===== config.mk =====
export PLATFORM = sky130hd
export DESIGN_NAME = img_uart_loader
export DESIGN_NICKNAME = d
export VERILOG_FILES = /design/src/rtl/img_uart_loader.sv
export SDC_FILE = /design/constraint.sdc
export NUM_CORES = 1
export LEC_CHECK = 0
export BUFFER_PORTS_ARGS = -buffer_cell sky130_fd_sc_hd__buf_2
export CAP_MARGIN = 20
export CORE_ASPECT_RATIO = 1.25
export CORE_MARGIN = 2
export CORE_UTILIZATION = 38
export CTS_BUF_LIST = sky130_fd_sc_hd__clkbuf_8
export DETAILED_ROUTE_END_ITERATION = 6
export PLACE_DENSITY = 0.65
export SYNTH_ARGS = -nofsm -noshare
export SYNTH_HDL_FRONTEND = slang
export SYNTH_SLANG_ARGS = --single-unit

===== constraint.sdc =====
create_clock -name clk_in -period 1.4 [get_ports clk_in]
set_clock_uncertainty 0.05 [all_clocks]
set_input_delay 0.07 -clock clk_in [delete_from_list [all_inputs] [get_ports clk_in]]
set_output_delay 0.07 -clock clk_in [all_outputs]
set_load 0.02 [all_outputs]

===== src/rtl/img_uart_loader.sv =====
// Loads a UART byte stream into the image RAM, one pixel per byte from address 0; aborts on rx_error (or idle timeout when IMG_LOADER_TIMEOUT_EN is defined).
// Latency: rx_valid at T -> RAM write at T+1; write_done at T+2 after the last byte; load_error one cycle after the abort cause.
// Backpressure: none, one byte per cycle accepted; the upstream UART cannot be stalled.
module img_uart_loader #(
    parameter int PIXELS         = 10000,
    parameter int ADDR_W         = 14,
    parameter int DATA_W         = 8,
    parameter int TIMEOUT_CYCLES = 120000
) (
    input  logic              clk_in,
    input  logic              reset,
    input  logic [DATA_W-1:0] rx_data,
    input  logic              rx_valid,
    input  logic              rx_error,
    output logic              wr_en,
    output logic [ADDR_W-1:0] wr_addr,
    output logic [DATA_W-1:0] wr_data,
    output logic              busy,
    output logic              write_done,
    output logic              load_error
);

    typedef enum logic [1:0] {IDLE, LOAD, DONE} state_t;

    localparam logic [ADDR_W-1:0] LAST_ADDR = ADDR_W'(PIXELS - 1);

    state_t            state;
    logic [ADDR_W-1:0] cnt;
    logic              timeout;

`ifdef IMG_LOADER_TIMEOUT_EN
    localparam int GAP_W = $clog2(TIMEOUT_CYCLES + 1);
    localparam logic [GAP_W-1:0] GAP_LAST = GAP_W'(TIMEOUT_CYCLES - 1);

    logic [GAP_W-1:0] gap;

    // Abort on the cycle the gap would reach TIMEOUT_CYCLES so load_error lands at T+TIMEOUT_CYCLES+1.
    assign timeout = (gap == GAP_LAST) && !rx_valid;

    always_ff @(posedge clk_in) begin
        if (reset || state != LOAD || rx_valid) begin
            gap <= '0;
        end else if (!timeout) begin
            gap <= gap + 1'b1;
        end
    end
`else
    assign timeout = 1'b0;
`endif

    always_ff @(posedge clk_in) begin
        if (reset) begin
            state      <= IDLE;
            cnt        <= '0;
            wr_en      <= 1'b0;
            wr_addr    <= '0;
            wr_data    <= '0;
            busy       <= 1'b0;
            write_done <= 1'b0;
            load_error <= 1'b0;
        end else begin
            wr_en      <= 1'b0;
            write_done <= 1'b0;
            load_error <= 1'b0;
            case (state)
                LOAD: begin
                    if (rx_error || timeout) begin
                        load_error <= 1'b1;
                        busy       <= 1'b0;
                        cnt        <= '0;
                        state      <= IDLE;
                    end else if (rx_valid) begin
                        wr_en   <= 1'b1;
                        wr_addr <= cnt;
                        wr_data <= rx_data;
                        if (cnt == LAST_ADDR) begin
                            cnt   <= '0;
                            state <= DONE;
                        end else begin
                            cnt <= cnt + 1'b1;
                        end
                    end
                end
                default: begin
                    // DONE behaves like IDLE so a byte arriving here starts the next frame.
                    write_done <= (state == DONE);
                    busy       <= 1'b0;
                    cnt        <= '0;
                    state      <= IDLE;
                    if (rx_valid && !rx_error) begin
                        wr_en   <= 1'b1;
                        wr_addr <= '0;
                        wr_data <= rx_data;
                        if (LAST_ADDR == '0) begin
                            state <= DONE;
                        end else begin
                            cnt   <= ADDR_W'(1);
                            busy  <= 1'b1;
                            state <= LOAD;
                        end
                    end
                end
            endcase
        end
    end

endmodule

==> results of run 1 <==
-- cell families after synthesis --
kind of cell | share of synthesized area
and+or+nand+nor | 0.279
DFF | 0.493
AOI/OAI and AO/OA | 0.142
buffers and inverters | 0.0323
xor gates and xnor gates | 0.0411
muxes | 0.00587
adders and majority gates | 0.00733
-- cells in the mapped netlist, types with 2 or more instances --
master,instances,area share
xor2_1,6,0.031
nor3_1,2,0.0059
nand3b_1,2,0.0088
buf_2,2,0.0059
nand4_1,6,0.022
nand2b_1,2,0.0073
nor2b_1,2,0.0073
dfxtp_1,42,0.49
nor2_1,29,0.064
a22oi_1,14,0.062
and3_2,2,0.0088
xnor2_1,2,0.010
nand3_1,3,0.0088
inv_1,2,0.0044
clkbuf_1,7,0.015
nand2_1,23,0.051
nor3b_1,3,0.013
a21oi_1,10,0.029
a31oi_1,3,0.011
-- area by class of cell --
class                   count  area (sq um)  share of cell area
well taps                  58          72.6              0.0288
inverters                   2          7.51             0.00298
clock inverters             3          41.3              0.0164
clock buffers               5          68.8              0.0273
multi-input cells         134           915               0.363
repair buffers             82           558               0.222
flip-flops and latches     42           855               0.339
-- power groups by stage --
stage | Sequential, mW | Clock [mW] | Combinational [mW]
after detailed placement | 1.25 | 0 | 0.142
final | 1.22 | 0.940 | 0.176
after floorplan | 1.26 | 0 | 0.0580
after global placement | 1.25 | 0 | 0.140
after CTS | 1.22 | 0.956 | 0.160
after global routing | 1.22 | 1.01 | 0.193
-- state kept, by name (all words and copies together) (netlist names) --
name,cells
wr_en,1
cnt,14
wr_data,8
wr_addr,14
busy,1
write_done,1
state,2
load_error,1
-- repair_timing --
| action | in CTS | in global routing |
|---|---|---|
| hold buffers | 8 | 0 |
| gates resized for setup | 7 | 18 |
| pin swaps | 2 | 16 |
| cloned | 0 | 1 |
| buffers inserted | 0 | 3 |
| endpoints found under the hold margin | 8 | 0 |
| endpoints found under the setup margin | 15 | 25 |
-- per-stage QoR --
stage | std cells | power (mW) | worst slack (ns) | area (sq um)
floorplan | 187 | 1.32 | -0.0257 | 1740
global placement | 306 | 1.39 | -0.0975 | 2200
detailed placement | 306 | 1.39 | -0.116 | 2200
CTS | 322 | 2.33 | -0.0916 | 2420
global route | 326 | 2.42 | -0.157 | 2520
finish | 326 | 2.33 | -0.119 | 2520
-- metal layers --
| layer | part of all wire | global-route usage |
|---|---|---|
| met1 | 0.44 | 0.195 |
| met2 | 0.49 | 0.308 |
| met3 | 0.050 | 0.0411 |
| met4 | 0.024 | 0.0761 |
| met5 | 0 | 0 |
-- worst min-delay path by stage --
stage	to	slack, ns	cells after the start
floorplan	wr_data[0]$_SDFFE_PP0P_	0.16	2
global placement	wr_data[7]$_SDFFE_PP0P_	0.27	3
detailed placement	wr_data[7]$_SDFFE_PP0P_	0.27	3
CTS	wr_addr[8]$_SDFFE_PP0P_	0.06	2
global route	wr_addr[9]$_SDFFE_PP0P_	0.07	2
finish	wr_addr[8]$_SDFFE_PP0P_	0.06	2
-- critical path: cells and delay by family, from the launching register on --
kind / cells / cell delay (ns)
AO/OA/AOI/OAI: 1 / 0.15
buffers and inverters: 1 / 0.11
flip-flops: 1 / 0.37
AND/OR/NAND/NOR: 3 / 0.76
==> run metrics, run 1 <==
Starting Density=0.392; clk root buf=clkbuf_8; antenna violations before repair=0; Final Hold Fails=0; Comb pwr share=0.076; Worst-Margin Slew=0.299 ns; clock sinks=42; clock power share=0.403; Leak Pwr=1.04 nW; most common cell after layout, fill and taps aside=buf_2; CP Max Fanout=4; Peak VDD IR=0.000541 V; Slowest-stage cell, CP=or4_4; r2r worst-path depth=5; pin count of the biggest net entering global routing=19; count of different cell masters after synthesis=44; worst reg2reg endpoint=cnt[13]$_SDFFE_PP0P_; Seq cells post-synth=42; Worst Setup SP=cnt[0]$_SDFFE_PP0P_; Routed WL=4310 microns; Die Y=78.9 microns; Remaining Overflow, GRT=0; syn avg cell area=9.13 sq um; Synth Warn #=0; CTS buffer count=5; first-pass GRT wire length=6910 microns; max_cap viols=0; worst path cell trace=buf_6, and4_4, nand4_4, or4_4, a21oi_2; CP Capture Type=register; drt first pass iters=4; H-tree levels=2; setup ws final=-0.119 ns; Rows=27; WS Path Type=reg -> reg; DIE WIDTH=63.9 microns; crit path DAT=1.71 ns; failing checks=negative setup slack; Worst-path clk slew=0.08 ns; Crit path required time=1.59 ns; area grow syn2layout=47.5%; gr usage total=0.173; RSZ-0062 raised after global routing=yes; cells after synthesis=187; setup slack, reg-to-reg=-0.12 ns; reg2reg start=cnt[0]$_SDFFE_PP0P_; Tmin final=1.52 ns; Pint=1.81 mW; Slew HR=0.800; CP max stage delay=0.43 ns; setup violators final=12; worst-skew pair later-pin latency=0.30 ns; final hold slack=0.0615 ns; routability congestion estimate=0.800; fraction of registers with async set/reset=0; Fin Setup TNS=-0.518 ns; switching portion of total power=0.224; layout cells sized above 1=0.422; number of vias in the routed layout=1655; Syn Std Cell Area=1710 sq um; nets@finish=280; ANT nets after route=0; fraction of the cycle the final worst path needs=1.09; Cell Pwr Density=926 nW/um^2; Avg WL per Cell=13.2 microns; hold path start=reset; drt initial violations=62; Final Max Tran Viols=0; Post-synth EDFFs=0; status=complete, but fails checks; crit start category=register; Synth Net Count=200; Clock Tree Buf Depth=2; DRC Markers=0; FMAX=0.658 GHz; vias in the first global route=1564; CTS tree=done; IO buf count=37; final core utilization=0.578; post-detail-place hpwl=2880 microns; ys flop type=dfxtp_1; ant diodes=0; switching pwr=0.523 mW; Critical Path End=cnt[13]$_SDFFE_PP0P_; core area=4360 sq um; I/O pin cnt=38; via/cell ratio=5.08; Fillers=375; most frequent cells in the layout=buf_2, dfxtp_1, buf_4; class of the worst hold path=in -> reg; sequential fraction of the synthesis area=0.493; Flop pwr share=0.521; die area=5050 sq um
Note: power is estimated with default switching activity, not from simulation.
==> run 2: changes to the inputs <==
--- a/config.mk
+++ b/config.mk
@@ -12,7 +12,7 @@
 export CORE_UTILIZATION = 38
 export CTS_BUF_LIST = sky130_fd_sc_hd__clkbuf_8
 export DETAILED_ROUTE_END_ITERATION = 6
-export PLACE_DENSITY = 0.65
+export PLACE_DENSITY = 0.6
 export SYNTH_ARGS = -nofsm -noshare
 export SYNTH_HDL_FRONTEND = slang
 export SYNTH_SLANG_ARGS = --single-unit
==> run 2 against run 1 <==
  * The run still ends with negative setup slack left
  * Wire length fell by 2.4%
  * First-iteration DRC count decreased by 15%
  * Die area is the same
  * Design area is 1.4% higher
  * Power is 8.6% higher
  * Utilization increased by 0.83 points
  * Via count decreased by 3.3%
  * Combinational power about the same
  * Sequential share of layout area is 0.29 points lower
  * Highest routed layer unchanged
==> run metrics, run 2 (synthesis results as in run 1) <==
CP Max Fanout=3 (-1); nets@finish=279 (-0.36%); setup violators final=6 (-6); Tmin final=1.47 ns (-0.0527 ns); via/cell ratio=4.92 (-3.0%); class of the worst hold path=in -> reg; Routed WL=4210 microns (-2.4%); layout cells sized above 1=0.434 (+0.0128); worst-skew pair later-pin latency=0.30 ns (about the same); drt first pass iters=4 (unchanged); crit path DAT=1.65 ns (-0.06 ns); WS Path Type=reg -> reg; RSZ-0062 raised after global routing=yes; post-detail-place hpwl=2900 microns (+0.49%); Leak Pwr=1.06 nW (+1.5%); gr usage total=0.171 (-0.00209); Top Usage Layer GRT=met2; Cell Pwr Density=991 nW/um^2 (+7.0%); final instance area=2550 sq um (+1.4%); clock power share=0.451 (+0.048); fraction of the cycle the final worst path needs=1.05 (-0.0377); Comb pwr share=0.068 (-0.008); CTS tree=done; H-tree levels=2 (unchanged); total power=2.53 mW (+8.6%); I/O pin cnt=38 (unchanged); drt initial violations=53 (-15%); most common cell after layout, fill and taps aside=buf_2; reg2reg start=cnt[0]$_SDFFE_PP0P_; IO buf count=37 (unchanged); Die Y=78.9 microns (unchanged); Flop pwr share=0.480 (-0.041); max_cap viols=0 (unchanged); Peak VDD IR=0.000839 V (+55%); number of vias in the routed layout=1600 (-3.3%); worst reg2reg endpoint=cnt[13]$_SDFFE_PP0P_; GR Layer Usage met1=0.207 (+0.0118); ANT nets after route=0 (unchanged); first-pass GRT wire length=6710 microns (-2.9%); area grow syn2layout=49.6%; setup ws final=-0.0665 ns (+0.0527 ns); Slowest-stage cell, CP=or4_4; most frequent cells in the layout=buf_2, buf_4, dfxtp_1; antenna violations before repair=0 (unchanged); pre-CTS worst setup slack=-0.121 ns (-0.00508 ns); setup slack, reg-to-reg=-0.07 ns (+0.05 ns); status=complete, but fails checks; Final Hold Fails=0 (unchanged); vias in the first global route=1438 (-8.1%); Placed Area=2210 sq um (+0.57%); Crit path required time=1.59 ns (about the same); ant diodes=0 (unchanged); DRC Markers=0 (unchanged); Pint=2.00 mW (+10%); Worst-Margin Slew=0.249 ns (-0.0500 ns); Avg WL per Cell=12.9 microns (-2.1%); routability congestion estimate=0.807 (+0.89%); r2r worst-path depth=5 (unchanged); Slew HR=0.832 (+0.0312); clk root buf=clkbuf_8; CP max stage delay=0.42 ns (about the same); CP Capture Type=register; Starting Density=0.392 (unchanged); Worst-path clk slew=0.08 ns (about the same); die area=5050 sq um (unchanged); core area=4360 sq um (unchanged); M2 GR Usage=0.294 (-0.0146); Top Registers=cnt: 14 flops, wr_addr: 14 flops, wr_data: 8 flops; Worst Setup SP=cnt[0]$_SDFFE_PP0P_; met3 usage=0.0439 (+0.00283); crit start category=register; final hold slack=0.0409 ns (-0.0206 ns); CTS buffer count=5 (unchanged); Remaining Overflow, GRT=0 (unchanged); Rows=27 (unchanged); Clock Tree Buf Depth=2 (unchanged); pin count of the biggest net entering global routing=24 (+5); Critical Path End=cnt[13]$_SDFFE_PP0P_; switching pwr=0.534 mW (+2.1%); DIE WIDTH=63.9 microns (unchanged); failing checks=negative setup slack; switching portion of total power=0.211 (-0.0133); Final Max Tran Viols=0 (unchanged); worst path cell trace=buf_6, and4_4, nand4_4, or4_4, a21oi_2; clock sinks=42 (unchanged); FMAX=0.682 GHz (+3.6%)
run 2: worst min path at each step:
| stage | depth (start not counted) | endpoint | slack, ns | startpoint |
|---|---|---|---|---|
| 3_3_place_gp | 3 | wr_data[2]$_SDFFE_PP0P_ | 0.26 | rx_data[2] |
| 2_1_floorplan | 2 | wr_data[0]$_SDFFE_PP0P_ | 0.16 | rx_data[0] |
| 5_1_grt | 3 | state[0]$_SDFFE_PP0P_ | 0.04 | reset |
| 4_1_cts | 3 | cnt[0]$_SDFFE_PP0P_ | 0.04 | reset |
| 6_report | 3 | cnt[0]$_SDFFE_PP0P_ | 0.04 | reset |
| 3_5_place_dp | 3 | wr_data[2]$_SDFFE_PP0P_ | 0.27 | rx_data[2] |
run 2: per-stage QoR:
step | cells | utilization | setup TNS (ns)
floorplan | 187 | - | -0.0542
global placement | 306 | 0.508 | -0.886
detailed placement | 306 | 0.508 | -0.999
CTS | 324 | 0.571 | -0.150
global route | 325 | 0.586 | -0.883
finish | 325 | 0.586 | -0.108
run 2: repair_timing:
action / CTS / global route
setup endpoints to repair: 27 / 27
resized for setup: 14 / 14
hold endpoints to repair: 8 / 0
pin swaps: 9 / 7
buffers inserted: 2 / 1
hold buffers: 8 / 0
run 2: routing by layer:
metal  up-vias  part of all wire
met3         6             0.042
met4         0             0.015
met5         -                 0
li1        823                 -
met1       736              0.44
met2        35              0.50
run 2: cell type report:
cell class | instances | area [sq um]
Fill cell | 388 | 1800
Clock inverter | 3 | 68.8
Sequential cell | 42 | 860
Clock buffer | 5 | 68.8
Inverter | 2 | 7.51
Tap cell | 58 | 72.6
Timing Repair Buffer | 82 | 571
Multi-Input combinational cell | 133 | 906
run 2: worst max-delay path, delay by kind of cell (launching register included):
kind / cells / cell delay, ns
AO/OA/AOI/OAI: 1 / 0.11
buffers and inverters: 1 / 0.10
flip-flops: 1 / 0.37
AND/OR/NAND/NOR: 3 / 0.77
run 2: power by group through the flow:
stage	logic [mW]	registers [mW]	clock network [mW]
after detailed placement	0.145	1.25	0
final	0.173	1.22	1.14
after floorplan	0.0580	1.26	0
after global placement	0.145	1.25	0
after global routing	0.191	1.22	1.21
after CTS	0.169	1.22	1.17
